`config.mk`:
```
export PLATFORM = sky130hd
export DESIGN_NAME = multicycle_control
export DESIGN_NICKNAME = d
export VERILOG_FILES = /design/src/rtl/riscv_ctrl_pkg.sv /design/src/rtl/multicycle_control.sv
export SDC_FILE = /design/constraint.sdc
export NUM_CORES = 1
export LEC_CHECK = 0
export ABC_AREA = 1
export CORE_ASPECT_RATIO = 1.2
export CORE_MARGIN = 8
export CORE_UTILIZATION = 35
export CTS_CLUSTER_DIAMETER = 30
export CTS_CLUSTER_SIZE = 20
export DETAILED_ROUTE_END_ITERATION = 8
export GPL_ROUTABILITY_DRIVEN = 1
export PLACE_DENSITY = 0.6
export SLEW_MARGIN = 5
export SYNTH_ARGS = -nofsm -noshare
export SYNTH_HDL_FRONTEND = slang
export SYNTH_SLANG_ARGS = --single-unit
export TNS_END_PERCENT = 5
```
`constraint.sdc`:
```
create_clock -name CLK -period 2.91 [get_ports CLK]
set_clock_uncertainty 0.2 [all_clocks]
set_input_delay 0.291 -clock CLK [delete_from_list [all_inputs] [get_ports CLK]]
set_output_delay 0.291 -clock CLK [all_outputs]
set_load 0.02 [all_outputs]
```
`src/rtl/riscv_ctrl_pkg.sv`:
```
// rtl/riscv_ctrl_pkg.sv - shared state, opcode and mux-select definitions for main and ALU control
// MC_ILLEGAL_TRAP_EN adds the parked TRAP state to the state enum.
package riscv_ctrl_pkg;

    typedef enum logic [3:0] {
        ST_FETCH,
        ST_DECODE,
        ST_EXEC_R,
        ST_EXEC_I,
        ST_ADDR,
        ST_MEM_RD,
        ST_MEM_WR,
        ST_WB_ALU,
        ST_WB_MEM,
        ST_BRANCH,
        ST_JAL
`ifdef MC_ILLEGAL_TRAP_EN
        , ST_TRAP
`endif
    } state_e;

    localparam logic [6:0] OP_R_TYPE = 7'b0110011;
    localparam logic [6:0] OP_I_ALU  = 7'b0010011;
    localparam logic [6:0] OP_LOAD   = 7'b0000011;
    localparam logic [6:0] OP_STORE  = 7'b0100011;
    localparam logic [6:0] OP_BRANCH = 7'b1100011;
    localparam logic [6:0] OP_JAL    = 7'b1101111;

    localparam logic [1:0] ALUOP_FUNC = 2'b00;
    localparam logic [1:0] ALUOP_SUB  = 2'b01;
    localparam logic [1:0] ALUOP_ADD  = 2'b10;

    localparam logic [1:0] SRCA_PC     = 2'b00;
    localparam logic [1:0] SRCA_RS1    = 2'b01;
    localparam logic [1:0] SRCA_OLD_PC = 2'b10;

    localparam logic [1:0] SRCB_RS2  = 2'b00;
    localparam logic [1:0] SRCB_FOUR = 2'b01;
    localparam logic [1:0] SRCB_IMM  = 2'b10;

    localparam logic [1:0] WB_SEL_ALU = 2'b00;
    localparam logic [1:0] WB_SEL_MDR = 2'b01;
    localparam logic [1:0] WB_SEL_PC4 = 2'b10;

    localparam logic [2:0] F3_SHIFT_RIGHT = 3'b101;

    // For immediate ops IR[30] is immediate data except on right shifts (SRLI/SRAI).
    function automatic logic [3:0] alu_instr(input logic funct7_5, input logic [2:0] funct3,
                                             input logic is_imm);
        return {(is_imm && funct3 != F3_SHIFT_RIGHT) ? 1'b0 : funct7_5, funct3};
    endfunction

endpackage

```
`src/rtl/multicycle_control.sv`:
```
// rtl/multicycle_control.sv - RV32I multicycle main control FSM with retired-instruction counter
// MC_ILLEGAL_TRAP_EN parks illegal opcodes in a sticky TRAP state; otherwise they retire as NOPs.
module multicycle_control
    import riscv_ctrl_pkg::*;
#(
    parameter int CNT_W = 32
) (
    input  logic             CLK,
    input  logic             RST_N,
    input  logic [6:0]       OPCODE,
    input  logic [2:0]       FUNCT3,
    input  logic             FUNCT7_5,
    input  logic             MEM_READY,
    input  logic             ZERO,
    output logic [1:0]       ALUOP,
    output logic [3:0]       INSTRUCCION,
    output logic             PC_WRITE,
    output logic             PC_SRC,
    output logic             IR_WRITE,
    output logic             MEM_READ,
    output logic             MEM_WRITE,
    output logic             IORD,
    output logic             REG_WRITE,
    output logic [1:0]       MEM_TO_REG,
    output logic [1:0]       ALUSRC_A,
    output logic [1:0]       ALUSRC_B,
    output logic [CNT_W-1:0] RETIRED,
    output logic             TRAP
);

    state_e           state_q, state_d;
    logic [CNT_W-1:0] retired_q, retired_d;
    logic             retire;

    always_ff @(posedge CLK or negedge RST_N) begin
        if (!RST_N) begin
            state_q   <= ST_FETCH;
            retired_q <= '0;
        end else begin
            state_q   <= state_d;
            retired_q <= retired_d;
        end
    end

    // retire marks the exit edge of an instruction's last state.
    always_comb begin
        state_d = state_q;
        retire  = 1'b0;
        case (state_q)
            ST_FETCH:  if (MEM_READY) state_d = ST_DECODE;
            ST_DECODE: begin
                case (OPCODE)
                    OP_R_TYPE:         state_d = ST_EXEC_R;
                    OP_I_ALU:          state_d = ST_EXEC_I;
                    OP_LOAD, OP_STORE: state_d = ST_ADDR;
                    OP_BRANCH:         state_d = ST_BRANCH;
                    OP_JAL:            state_d = ST_JAL;
                    default: begin
`ifdef MC_ILLEGAL_TRAP_EN
                        state_d = ST_TRAP;
`else
                        state_d = ST_FETCH;
                        retire  = 1'b1;
`endif
                    end
                endcase
            end
            ST_EXEC_R, ST_EXEC_I: state_d = ST_WB_ALU;
            ST_ADDR:   state_d = (OPCODE == OP_STORE) ? ST_MEM_WR : ST_MEM_RD;
            ST_MEM_RD: if (MEM_READY) state_d = ST_WB_MEM;
            ST_MEM_WR: begin
                if (MEM_READY) begin
                    state_d = ST_FETCH;
                    retire  = 1'b1;
                end
            end
            ST_WB_ALU, ST_WB_MEM, ST_BRANCH, ST_JAL: begin
                state_d = ST_FETCH;
                retire  = 1'b1;
            end
`ifdef MC_ILLEGAL_TRAP_EN
            ST_TRAP:   state_d = ST_TRAP;
`endif
            default:   state_d = ST_FETCH;
        endcase
        retired_d = retire ? retired_q + CNT_W'(1) : retired_q;
    end

    always_comb begin
        ALUOP       = ALUOP_FUNC;
        INSTRUCCION = 4'b0000;
        PC_WRITE    = 1'b0;
        PC_SRC      = 1'b0;
        IR_WRITE    = 1'b0;
        MEM_READ    = 1'b0;
        MEM_WRITE   = 1'b0;
        IORD        = 1'b0;
        REG_WRITE   = 1'b0;
        MEM_TO_REG  = WB_SEL_ALU;
        ALUSRC_A    = SRCA_PC;
        ALUSRC_B    = SRCB_RS2;
        TRAP        = 1'b0;
        case (state_q)
            ST_FETCH: begin
                MEM_READ = 1'b1;
                ALUSRC_B = SRCB_FOUR;
                ALUOP    = ALUOP_ADD;
                IR_WRITE = MEM_READY;
                PC_WRITE = MEM_READY;
            end
            ST_DECODE: begin
                ALUSRC_A = SRCA_OLD_PC;
                ALUSRC_B = SRCB_IMM;
                ALUOP    = ALUOP_ADD;
            end
            ST_EXEC_R: begin
                ALUSRC_A    = SRCA_RS1;
                ALUSRC_B    = SRCB_RS2;
                ALUOP       = ALUOP_FUNC;
                INSTRUCCION = alu_instr(FUNCT7_5, FUNCT3, 1'b0);
            end
            ST_EXEC_I: begin
                ALUSRC_B    = SRCB_IMM;
                ALUOP       = ALUOP_FUNC;
                INSTRUCCION = alu_instr(FUNCT7_5, FUNCT3, 1'b1);
            end
            ST_ADDR: begin
                ALUSRC_A = SRCA_RS1;
                ALUSRC_B = SRCB_IMM;
                ALUOP    = ALUOP_ADD;
            end
            ST_MEM_RD: begin
                IORD     = 1'b1;
                MEM_READ = 1'b1;
            end
            ST_MEM_WR: begin
                IORD      = 1'b1;
                MEM_WRITE = 1'b1;
            end
            ST_WB_ALU: begin
                REG_WRITE  = 1'b1;
                MEM_TO_REG = WB_SEL_ALU;
            end
            ST_WB_MEM: begin
                REG_WRITE  = 1'b1;
                MEM_TO_REG = WB_SEL_MDR;
            end
            ST_BRANCH: begin
                ALUSRC_A = SRCA_RS1;
                ALUSRC_B = SRCB_RS2;
                ALUOP    = ALUOP_SUB;
                PC_WRITE = ZERO ^ FUNCT3[0];
                PC_SRC   = 1'b1;
            end
            ST_JAL: begin
                REG_WRITE  = 1'b1;
                MEM_TO_REG = WB_SEL_PC4;
                PC_WRITE   = 1'b1;
                PC_SRC     = 1'b1;
            end
`ifdef MC_ILLEGAL_TRAP_EN
            ST_TRAP: TRAP = 1'b1;
`endif
            default: ;
        endcase
    end

    assign RETIRED = retired_q;

endmodule

```
==> metrics, run 1 <==
commonest non-fill, non-tap cell in the layout nand2_1; CP Max Fanout 6; syn_area_per_cell approximately 6 sq um; post-layout power 2.171 mW; DIE AREA approximately 11,000 sq um; number of synthesized register bits 36; post-route cell area 3581 sq um; First-pass DRT Iterations 6; worst setup path class register to output port; endpoint class of the critical path output port; final wirelength 8.164 mm; DR vias/cell 4.792; clk sinks 36; CTS H-tree depth 2; clock slew at reported path FFs 0.08 ns; hold_ws 0.3764 ns; Async SR Flop Fraction 100.0%; cell area power density ~610 nW/um^2; Core Region 7664 sq um; clock tree buffer depth 2; TritonCTS Buffers 5; Leak Pwr 1.706 nW; Synth Cell Area ~2700 sq um; Top FF cell, synth dfrtp_1; area grow syn2layout 30.45%; DR iter-0 viols between 150 and 200; Post-Synth XOR/XNOR Area 4.467%; most frequent cells in the layout nand2_1 (196), nor2_1 (64), clkdlybuf4s50_1 (64); Net Count, Synth 470; fin util between 40% and 50%; placed cells 602; Worst Max-Slew Pin Slew 0.8074 ns; WL per Instance 13.36 um; Ports 67; fin crit share 84.38%; Sw Share 43.90%; TNS Setup 0 ns; via count 2,928; antenna violations before repair 0; Critical Path AT 1.96 ns; yosys warns 0; grt ovf 0; Chip Width roughly 97 um; post-synth top area cell dfrtp_1; Initial Utilization 35.82%; Peak VDD IR 0.0002978 V; # nets final approximately 530; setup bufs post-CTS 0; Post-Place Cell Area roughly 3400 sq um; CP required 2.42 ns; Post-Synth Simple-Gate Area 50.14%; GP Congestion 0.8938; P_sw 0.9529 mW; Resize count post-CTS 0; post-synthesis mux area share 0%; share of the synthesized area in the top cell type 32.82%; FMAX between 400 and 500 MHz; Place WS 0.6838 ns; Clock power frac 22.8%; main combinational cell family by area after synthesis simple AND/OR/NAND/NOR gates; final setup fails 0; Worst R2R Setup Slack 0.74 ns; fin worst setup slack approximately 0.45 ns; Die Height 113.0 um; combinational share of power 47.7%; Synth Instances 454; Seq/Total Area, Yosys between 30% and 40%; DRC violations left 0; fin crit period 2.455 ns; largest net degree at the start of global routing 37; maxcap violations 0; CTS tree yes; adder-cell share of the synthesized area less than 1%; HPWL after detailed placement 6.455 mm; Final Hold Fails 0; antenna-violating nets left 0; status completed; slew margin rel. 46.18%; Site Rows 35; Slew Viols, Final 0; non-filler cells in the finished layout around 610; layout cells sized above 1 4.624%; compound-gate portion of the synthesized area under 10%; post-synthesis cell type count 28; RSZ-0062 raised after global routing false; gr usage total 15.64%; vias in the first global route 3,058; hold crit path type register to register; synth top area cells dfrtp_1 (33%), nand2_1 (27%), nand3_1 (10%); first-pass GRT wire length 14.41 mm; reg2reg path depth 8; Worst-Skew Late Latency 0.29 ns; Cell Int Power approximately 1.2 mW; Startpoint Class register; diode count 0; Flop pwr share a little under 30%; number of enable flip-flop cells after synthesis 0; I/O Buffers 65; Root Buffer clkbuf_8; worst hold stages 2
==> worst max-delay path: stages (launching register included) <==
cell             delay, ns
dfrtp_1               0.41
nor2_2                0.27
nand2_1               0.15
nor2_1                0.14
a21oi_1               0.05
nand2_1               0.05
clkdlybuf4s50_1       0.60
==> what timing repair did <==
item	in CTS	in global routing
hold endpoints to repair	36	0
endpoints found under the setup margin	0	0
hold buffers	1	0
==> logic make-up after synthesis <==
group | count (synthesis)
and+or+nand+nor | 329
buffers and inverters | 60
DFF | 36
xor gates and xnor gates | 14
AOI/OAI and AO/OA | 13
adders and majority gates | 1
other | 1
==> cell usage after synthesis (2+ instances only) <==
cell type / count
nand2_1: 196
nor2_1: 64
nand3_1: 55
inv_1: 46
dfrtp_1: 36
xor2_1: 10
o21ai_0: 9
buf_4: 5
xnor2_1: 4
inv_2: 3
nor2_4: 3
a21oi_1: 2
buf_6: 2
clkbuf_1: 2
nand2_2: 2
nor2_2: 2
nor3_1: 2
==> metal layers <==
metal,up-vias,routed length [um],track usage (%),share of wire [%]
li1,1528,-,-,-
met2,60,3936,26.76,48
met3,8,400,3.961,4.9
met1,1332,3718,18.84,46
met5,-,0,0,0
met4,0,109,4.419,1.3
==> worst paths after layout <==
kind / endpoint / from
setup / recovery: PC_WRITE / state_q[3]$_DFFE_PN0P_
hold / removal: RETIRED[1]$_DFFE_PN0P_ / RETIRED[1]$_DFFE_PN0P_
max in group asynchronous: RETIRED[11]$_DFFE_PN0P_ / RST_N
hold reg to reg: RETIRED[1]$_DFFE_PN0P_ / RETIRED[1]$_DFFE_PN0P_
setup reg to reg: RETIRED[23]$_DFFE_PN0P_ / state_q[0]$_DFFE_PN0P_
min in group asynchronous: RETIRED[28]$_DFFE_PN0P_ / RST_N
==> power by group through the flow <==
stage	Clock, mW	Combinational [mW]	Sequential, mW
6_report	0.495	1.04	0.640
5_1_grt	0.525	1.14	0.649
4_1_cts	0.505	1.05	0.638
3_5_place_dp	0	1.04	0.649
3_3_place_gp	0	1.04	0.646
2_1_floorplan	0	0.686	0.646
==> final cells by class <==
| cell class | instances | area (sq um) |
|---|---|---|
| Clock buffer | 7 | 96.34 |
| Clock inverter | 1 | 30.03 |
| Fill cell | 811 | 4083 |
| Inverter | 49 | 183.9 |
| Multi-Input combinational cell | 358 | 1584 |
| Sequential cell | 36 | 900.9 |
| Tap cell | 92 | 115.1 |
| Timing Repair Buffer | 68 | 670.6 |
==> sequential cells by signal (all words and copies together), names as in the netlist <==
| signal | flops |
|---|---|
| state_q | 4 |
| RETIRED | 32 |
(Power assumes the default switching activity.)
==> run 2: changes to the inputs <==
==> constraint.sdc (replaced) <==
create_clock -name CLK -period 2.3 [get_ports CLK]
set_clock_uncertainty 0.2 [all_clocks]
set_input_delay 0.23 -clock CLK [delete_from_list [all_inputs] [get_ports CLK]]
set_output_delay 0.23 -clock CLK [all_outputs]
set_load 0.02 [all_outputs]
==> run 2 against run 1 <==
  * Clock power increased by 61%
  * Setup slack got worse by 0.37 ns
  * Register-to-register slack got worse by 0.46 ns
  * Via count up 1.1%
  * Critical endpoint is now INSTRUCCION[2]
  * Highest routed layer unchanged
  * First-iteration DRC count down 17%
==> metrics, run 2 (same netlist as run 1, synthesis figures left out) <==
status completed; clock tree buffer depth 2; fin util 47.82%; HPWL after detailed placement 6.408 mm; hold crit path type primary input to asynchronous set/reset pin; clk sinks 36; Clock power frac 27.4%; CTS H-tree depth 2; clock slew at reported path FFs 0.09 ns; Worst Max-Slew Pin Slew 0.8230 ns; most frequent cells in the layout nand2_1 (196), nor2_1 (63), nand3_1 (55); maxcap violations 0; combinational share of power 45.2%; largest net degree at the start of global routing 37; via count 2,960; number of fillers in the final layout about 820; met2 WL 3.986 mm; top routing layer in use met4; Slew Viols, Final 0; final setup fails 0; # nets final 537; Die Height 113.0 um; Max stage delay cell, worst path clkdlybuf4s50_1; WL per Instance roughly 13 um; P_sw about 1.2 mW; Cell Int Power 1.692 mW; Metal-1 WL 3.538 mm; vias in the first global route 2,955; Final Hold Fails 0; CTS tree yes; hold_ws 0.3670 ns; Critical Path AT 1.79 ns; cell area power density 794.9 nW/um^2; non-filler cells in the finished layout 614; TritonCTS Buffers 5; Startpoint Class register; WL met3 492 um; GP Congestion 0.8795; Core Region 7664 sq um; placed cells roughly 610; Leak Pwr slightly below 2 nW; slew margin rel. 45.13%; DRC violations left 0; FMAX about 450 MHz; commonest non-fill, non-tap cell in the layout nand2_1; grt ovf 0; antenna violations before repair 0; first-pass GRT wire length about 14 mm; Chip Width about 97 um; fin crit period 2.219 ns; Site Rows 35; max FFs per register 32; CP required approximately 1.9 ns; post-route cell area 3665 sq um; Ports between 60 and 70; final wirelength 8.192 mm; Sw Share a little over two fifths; fin crit share 96.50%; worst setup path class register to output port; Flop pwr share between 20% and 30%; Root Buffer clkbuf_8; area grow syn2layout 33.50%; diode count 0; CP Max Fanout 6; DR vias/cell 4.821; Initial Utilization 35.82%; Peak VDD IR 0.0005153 V; DR iter-0 viols 128; crit path cell chain nor2_4, nand2_1, nor2_1, clkdlybuf4s50_1; CP peak stage delay about 0.61 ns; endpoint class of the critical path output port; First-pass DRT Iterations 4; DIE AREA 10,940 sq um; Post-Place Cell Area 3467 sq um; I/O Buffers 65; antenna-violating nets left 0; Worst-Skew Late Latency around 0.30 ns; gr usage total 15.12%; layout cells sized above 1 5.556%
==> run 2: cell count changes in the layout (fill, tap and decap cells not counted), moves of 2 or more <==
cell,delta
buf_4,+3
dlygate4sd2_1,+6
bufinv_16,+2
clkdlybuf4s50_1,-17
dlymetal6s2s_1,+11
clkbuf_8,-2
==> run 2: what timing repair did <==
action | 4_1_cts | 5_1_grt
hold endpoints to repair | 36 | 0
cloned | 0 | 0
setup endpoints to repair | 13 | 12
resized for setup | 6 | 14
buffers inserted | 0 | 0
hold buffers | 1 | 0
==> run 2: through the flow <==
step	worst slack [ns]	power, mW	TNS, ns
global placement	0.2237	2.169	0
floorplan	0.5068	1.686	0
finish	0.08051	2.913	0
detailed placement	0.2329	2.176	0
global route	-0.0009870	3.096	-0.0009870
CTS	-0.08555	2.944	-0.1460
==> run 2: routing by layer <==
metal / vias to the layer above / GRT usage [%]
li1: 1525 / -
met1: 1345 / 18.02
met2: 76 / 25.81
met3: 14 / 3.595
met4: 0 / 5.344
met5: - / 0
==> run 2: worst paths after layout <==
kind	startpoint	end	slack, ns	depth (start not counted)
worst max register to register	RETIRED[0]$_DFFE_PN0P_	RETIRED[18]$_DFFE_PN0P_	0.28	10
worst min-delay path	RST_N	RETIRED[1]$_DFFE_PN0P_	0.37	2
worst min register to register	RETIRED[31]$_DFFE_PN0P_	RETIRED[31]$_DFFE_PN0P_	0.37	2
min in group CLK	RETIRED[31]$_DFFE_PN0P_	RETIRED[31]$_DFFE_PN0P_	0.37	2
worst max-delay path	state_q[3]$_DFFE_PN0P_	INSTRUCCION[2]	0.08	4
max in group asynchronous	RST_N	state_q[0]$_DFFE_PN0P_	0.95	2
==> run 2: area by class of cell <==
cell class / count / area [sq um] / share of cell area [%]
clock buffer: 5 / 68.82 / 1.878
clock inverter: 3 / 90.09 / 2.458
inverter: 49 / 183.9 / 5.019
multi-input combinational: 358 / 1592 / 43.43
sequential: 36 / 902.1 / 24.62
tap: 92 / 115.1 / 3.141
timing repair buffer: 71 / 713.2 / 19.46
==> run 2: critical path: cells and delay by family (launching register included) <==
family	cells	cell delay [ns]
buffers and inverters	1	0.61
and+or+nand+nor	3	0.45
DFF	1	0.43
==> run 2: power groups by stage <==
stage                     Clock, mW  Sequential, mW  Combinational (mW)
after global placement            0           0.802                1.37
after CTS                     0.812           0.792                1.34
after global routing          0.834           0.811                1.45
final                         0.798           0.800                1.32
after detailed placement          0           0.805                1.37
after floorplan                   0           0.818               0.869
